===== src/rtl/ecc_hamming_decoder.sv =====
`default_nettype none
// ============================================================================
// Module      : ecc_hamming_decoder
// Description : SECDED Hamming decoder/corrector. Recomputes the syndrome of
//               a read-back codeword, corrects single-bit errors, flags
//               double-bit errors and keeps saturating error statistics.
//               Two-stage valid/ready pipeline, one word per cycle.
//               Optional build macro ECC_ERR_INJECT_EN adds the inj_mask
//               input for error injection at input acceptance.
// Revision    : 1.0 - initial release
// ============================================================================
module ecc_hamming_decoder #(
    parameter int DATA_WIDTH    = 32,
    parameter int PARITY_LENGTH = 6,   // needs 2**PARITY_LENGTH >= DATA_WIDTH+PARITY_LENGTH+1
    parameter int CNT_WIDTH     = 16
) (
    input  logic                                clk,
    input  logic                                rst_n,
    input  logic                                in_valid,
    output logic                                in_ready,
    input  logic [DATA_WIDTH+PARITY_LENGTH-1:0] codeword_in,
    input  logic                                odd_even_parity_in,
`ifdef ECC_ERR_INJECT_EN
    input  logic [DATA_WIDTH+PARITY_LENGTH:0]   inj_mask,
`endif
    output logic                                out_valid,
    input  logic                                out_ready,
    output logic [DATA_WIDTH-1:0]               d_out,
    output logic                                sec_err,
    output logic                                ded_err,
    output logic [PARITY_LENGTH-1:0]            syndrome_out,
    input  logic                                cnt_clr,
    output logic [CNT_WIDTH-1:0]                sec_cnt,
    output logic [CNT_WIDTH-1:0]                ded_cnt
);

    localparam int          N   = DATA_WIDTH + PARITY_LENGTH;
    localparam logic [31:0] N_U = 32'(N);

    // Hamming position (1-based) holding data bit idx: the idx-th position
    // that is not a power of two.
    function automatic int data_pos(input int idx);
        int cnt;
        int pos;
        cnt = 0;
        pos = 1;
        for (int p = 1; p <= N; p++) begin
            if ((p & (p - 1)) != 0) begin
                if (cnt == idx) pos = p;
                cnt = cnt + 1;
            end
        end
        return pos;
    endfunction

    // ------------------------------------------------------------------
    // Input side: optional injection, syndrome and overall check
    // ------------------------------------------------------------------
    logic [N-1:0]             cw_eff;
    logic                     par_eff;
    logic [PARITY_LENGTH-1:0] syn_in;
    logic                     ov_in;

`ifdef ECC_ERR_INJECT_EN
    assign {par_eff, cw_eff} = {odd_even_parity_in, codeword_in} ^ inj_mask;
`else
    assign {par_eff, cw_eff} = {odd_even_parity_in, codeword_in};
`endif

    // Syndrome = XOR of the indices of every set position
    always_comb begin
        syn_in = '0;
        for (int i = 1; i <= N; i++) begin
            if (cw_eff[i-1]) syn_in = syn_in ^ PARITY_LENGTH'(i);
        end
    end

    assign ov_in = ^{par_eff, cw_eff};

    // ------------------------------------------------------------------
    // Handshake: each stage advances when the next is empty or advancing
    // ------------------------------------------------------------------
    logic s1_valid;
    logic s2_ready;
    logic in_fire;
    logic out_fire;

    assign s2_ready = !out_valid || out_ready;
    assign in_ready = !s1_valid || s2_ready;
    assign in_fire  = in_valid && in_ready;
    assign out_fire = out_valid && out_ready;

    // ------------------------------------------------------------------
    // Stage 1: registered codeword, syndrome and overall check
    // ------------------------------------------------------------------
    logic [N-1:0]             s1_cw;
    logic [PARITY_LENGTH-1:0] s1_syn;
    logic                     s1_ov;

    // Capture an accepted word; stage empties when its word moves on
    always_ff @(posedge clk or negedge rst_n) begin
        if (!rst_n) begin
            s1_valid <= 1'b0;
            s1_cw    <= '0;
            s1_syn   <= '0;
            s1_ov    <= 1'b0;
        end else begin
            if (in_ready) s1_valid <= in_valid;
            if (in_fire) begin
                s1_cw  <= cw_eff;
                s1_syn <= syn_in;
                s1_ov  <= ov_in;
            end
        end
    end

    // ------------------------------------------------------------------
    // Classification and correction of the stage-1 word
    // ------------------------------------------------------------------
    logic                  syn_nz;
    logic                  syn_ok;
    logic                  cls_sec;
    logic                  cls_ded;
    logic                  do_flip;
    logic [N-1:0]          flip_mask;
    logic [N-1:0]          corrected;
    logic [DATA_WIDTH-1:0] data_dec;
    logic                  unused_corrected;

    assign syn_nz    = |s1_syn;
    assign syn_ok    = (32'(s1_syn) <= N_U);
    // Odd overall parity with an in-range syndrome is a single error;
    // syndrome 0 then means the overall parity bit itself flipped.
    assign cls_sec   = s1_ov && syn_ok;
    assign cls_ded   = (syn_nz && !s1_ov) || (s1_ov && !syn_ok);
    assign do_flip   = cls_sec && syn_nz;
    assign flip_mask = N'(1) << (s1_syn - PARITY_LENGTH'(1));
    assign corrected = s1_cw ^ (do_flip ? flip_mask : '0);

    // Data bits occupy the non-power-of-two positions in ascending order
    for (genvar g = 0; g < DATA_WIDTH; g++) begin : g_extract
        localparam int POS = data_pos(g);
        assign data_dec[g] = corrected[POS-1];
    end

    // Parity positions only feed the syndrome, not the returned data
    assign unused_corrected = ^corrected;

    // ------------------------------------------------------------------
    // Stage 2: registered result, held stable while stalled
    // ------------------------------------------------------------------
    // Load a new result whenever the output stage can accept one
    always_ff @(posedge clk or negedge rst_n) begin
        if (!rst_n) begin
            out_valid    <= 1'b0;
            d_out        <= '0;
            sec_err      <= 1'b0;
            ded_err      <= 1'b0;
            syndrome_out <= '0;
        end else if (s2_ready) begin
            out_valid <= s1_valid;
            if (s1_valid) begin
                d_out        <= data_dec;
                sec_err      <= cls_sec;
                ded_err      <= cls_ded;
                syndrome_out <= s1_syn;
            end
        end
    end

    // ------------------------------------------------------------------
    // Saturating error statistics, clear wins over increment
    // ------------------------------------------------------------------
    // Count flagged results as they leave the decoder
    always_ff @(posedge clk or negedge rst_n) begin
        if (!rst_n) begin
            sec_cnt <= '0;
            ded_cnt <= '0;
        end else if (cnt_clr) begin
            sec_cnt <= '0;
            ded_cnt <= '0;
        end else if (out_fire) begin
            if (sec_err && (sec_cnt != '1)) sec_cnt <= sec_cnt + CNT_WIDTH'(1);
            if (ded_err && (ded_cnt != '1)) ded_cnt <= ded_cnt + CNT_WIDTH'(1);
        end
    end

endmodule
`default_nettype wire


===== config.mk =====
export PLATFORM = sky130hd
export DESIGN_NAME = ecc_hamming_decoder
export DESIGN_NICKNAME = d
export VERILOG_FILES = /design/src/rtl/ecc_hamming_decoder.sv
export SDC_FILE = /design/constraint.sdc
export NUM_CORES = 1
export LEC_CHECK = 0
export ABC_AREA = 1
export BUFFER_PORTS_ARGS = -buffer_cell sky130_fd_sc_hd__buf_2
export CAP_MARGIN = 20
export CORE_MARGIN = 2
export CORE_UTILIZATION = 60
export DETAILED_ROUTE_END_ITERATION = 10
export PLACE_DENSITY_LB_ADDON = 0.15
export SLEW_MARGIN = 20
export SYNTH_ARGS = -nofsm -noshare
export SYNTH_HDL_FRONTEND = slang
export SYNTH_SLANG_ARGS = --single-unit

===== constraint.sdc =====
create_clock -name clk -period 3.6 [get_ports clk]
set_input_delay 0.18 -clock clk [delete_from_list [all_inputs] [get_ports clk]]
set_output_delay 0.18 -clock clk [all_outputs]
set_load 0.01 [all_outputs]

==> summary.md <==
| Metric | Value |
|---|---|
| Status | `complete, no violations` |
| Mapped Area | `7170 um2` |
| Worst skew pair latency | `0.41 ns` |
| RSZ-0062 raised after global routing | `false` |
| Antenna violations before repair | `0` |
| Register-to-Register Setup Slack | `1.19 ns` |
| Cell Area, Placed | `7790 um2` |
| H-tree Lvls | `4` |
| Worst Tran Pin Value | `0.995 ns` |
| Number of global-route vias before repair | `6337` |
| RR Endpoint | `d_out[22]$_DFFE_PN0P_` |
| Height of the die | `113 um` |
| CTS resizes | `0` |
| Sequential element share of the synthesized area | `39.4%` |
| WL final | `18100 um` |
| RePlAce Congestion | `0.886` |
| PortBufs | `117` |
| Hold EP | `s1_cw[35]$_DFFE_PN0P_` |
| Layout net count | `1150` |
| Setup TNS | `0 ns` |
| Hold Crit Depth | `3` |
| Commonest cells in the netlist | `351 x nand2_1, 113 x dfrtp_1, 99 x inv_1` |
| Clock Root Buffer | `clkbuf_16` |
| Syn Area/Cell | `7.16 um2` |
| Fin area | `8360 um2` |
| VDD IR max | `0.000351 V` |
| Post-CTS Setup Bufs | `0` |
| Hold Path Origin | `codeword_in[35]` |
| Die width | `113 um` |
| Clock slew seen by the registers of the worst setup and hold paths | `0.05 ns` |
| Largest net degree at the start of global routing | `66` |
| Max cap viols | `0` |
| CTS tree | `built` |
| Final HPWL DP | `13200 um` |
| Tmin final | `2.41 ns` |
| Async SR Flop Fraction | `100%` |
| Die area | `12800 um2` |
| Post-DRT Antenna Nets | `0` |
| DRC Markers | `0` |
| Post-Syn Instances | `1001` |
| N_diodes | `0` |
| Fmax | `0.415 GHz` |
| Max Clock Skew | `0.00714 ns` |
| Launching point of the worst reg2reg path | `s1_syn[3]$_DFFE_PN0P_` |
| Hold Buf Count CTS | `1` |
| Yosys cell types | `35` |
| Clock sinks | `113` |
| Share of cells above drive strength 1 | `15.8%` |
| Hold slack | `0.0388 ns` |
| Count leader, synth | `nand2_1` |
| LEAKAGE | `4.37 nW` |
| Fin util | `72.6%` |
| GRT Overall Usage | `29.6%` |
| CP max FO | `26` |
| Crit Path Category | `flop to flop` |
| FF+latch count, synth | `113` |
| Pwr Density | `550 nW/um2` |
| GR Overflow Total | `0` |
| Router iterations before antenna repair | `5` |
| Number of flops mapped to enable cells by yosys | `0` |
| CTS buffer count | `17` |
| Yosys top cell area share | `39.4%` |
| Post-DR wirelength/cell | `14.4 um` |
| Num ports | `118` |
| Crit end category | `flop` |
| Vias per cell | `5.35` |
| Primary FF master, synth | `dfrtp_1` |
| Final Hold Viols | `0` |
| Req. time, crit path | `3.90 ns` |
| Crit path launch type | `flop` |
| Core box area | `11500 um2` |
| Area contributors post-synth | `dfrtp_1 39%, nand2_1 18%, xor2_1 7.5%` |
| Cell Rows | `39` |
| First-pass GRT wire length | `30300 um` |
| Initial Util | `62.3%` |
| Synth area leader | `dfrtp_1` |
| P&R area growth vs syn | `16.6%` |
| Syn Nets | `1047` |
| Violation count after the first detailed-route iteration | `636` |
| WP data arrival | `2.70 ns` |
| Crit share post-route | `66.9%` |
| Final setup fails | `0` |
| Final Max Tran Viols | `0` |
| Worst slew margin | `33.4%` |
| DR vias | `6744` |
| Warnings, synthesis | `0` |
| R2R cell count | `9` |
| Clk buf depth | `2` |
| HP Class | `input pin to flop` |
-- where the power goes --
part           internal [W]  switching [W]  total [W]
registers           0.00152       0.000207    0.00173
logic              0.000453       0.000846    0.00130
clock network      0.000994       0.000574    0.00157
total               0.00297        0.00163    0.00460
-- layout make-up --
| type | instances | area, um2 |
|---|---|---|
| Clock inverter | 10 | 85.1 |
| Tap cell | 143 | 179 |
| Fill cell | 964 | 3160 |
| Clock buffer | 22 | 474 |
| Timing Repair Buffer | 121 | 633 |
| Sequential cell | 113 | 2830 |
| Inverter | 105 | 394 |
| Multi-Input combinational cell | 746 | 3760 |
-- per-layer routing --
metal  global-route usage (%)  wire [um]  vias up
met5                        0          0        -
met4                     11.6        383        0
met3                     4.87        863       30
met2                     49.3       8790      221
met1                     38.9       8060     3115
li1                         -          -     3378
-- worst max-delay path, cell delays in order, from the launching register on --
cell     delay, ns
dfrtp_1       0.52
inv_2         0.16
nand4_1       0.13
nand2_1       0.09
nand2_4       0.10
inv_2         0.06
nor3_4        0.80
nand3_1       0.20
nand3_1       0.16
nand2_1       0.07
-- sequential cells by signal (all words and copies together), names as in the netlist --
register and flops:
d_out 32, ded_cnt 16, ded_err 1, out_valid 1, s1_cw 32, s1_ov 1, s1_syn 6, s1_valid 1
sec_cnt 16, sec_err 1, syndrome_out 6
-- layout by cell type, fill, tap and decap left out, types with 2 or more instances in the layout --
cell type	n
nor3_2	2
o21ai_1	18
nor4_1	3
nand2_4	2
nand3_2	3
xor2_1	61
xnor2_1	34
nor2_2	2
nand3b_1	4
o31ai_1	10
clkbuf_1	2
nand2_2	7
clkbuf_16	17
clkinv_2	5
ha_1	2
a21oi_1	8
a31oi_1	2
buf_2	116
nand4_1	14
nand3_1	84
o21ai_0	51
nor3_1	19
inv_2	5
clkbuf_8	3
inv_1	99
clkinvlp_4	4
nand2_1	350
a21o_1	10
dfrtp_1	113
or2_2	2
nor2_1	53
buf_4	3
-- how the worst max path moves through the flow --
stage                        endpoint              startpoint  slack [ns]  depth (start not counted)
6_report        d_out[22]$_DFFE_PN0P_   s1_syn[3]$_DFFE_PN0P_        1.19                          9
5_1_grt         d_out[11]$_DFFE_PN0P_   s1_syn[3]$_DFFE_PN0P_        0.96                          9
2_1_floorplan  sec_cnt[7]$_DFFE_PN0P_  sec_cnt[0]$_DFFE_PN0P_        1.76                          9
3_5_place_dp    d_out[11]$_DFFE_PN0P_   s1_syn[3]$_DFFE_PN0P_        1.30                          9
3_3_place_gp    d_out[14]$_DFFE_PN0P_   s1_syn[3]$_DFFE_PN0P_        1.38                          9
4_1_cts         d_out[22]$_DFFE_PN0P_   s1_syn[3]$_DFFE_PN0P_        1.24                          9
-- logic make-up (layout without fill, tap and decap cells) --
group,Yosys count,in the layout,synth area share (%)
flip-flops,113,113,39.4
buffers and inverters,142,258,8.08
XOR/XNOR,95,95,11.6
adder cells (fa/ha/maj),2,2,0.349
AO/OA/AOI/OAI,102,102,8.08
AND/OR/NAND/NOR,547,547,32.4
-- metrics by stage --
step / setup WS, ns / std cells / power, W
after floorplan: 1.76 / 1001 / 0.00259
after CTS: 1.24 / 1260 / 0.00460
after global placement: 1.38 / 1227 / 0.00300
after detailed placement: 1.30 / 1227 / 0.00303
final: 1.19 / 1260 / 0.00460
after global routing: 0.962 / 1260 / 0.00486
Power figures use the tool's default switching activity.
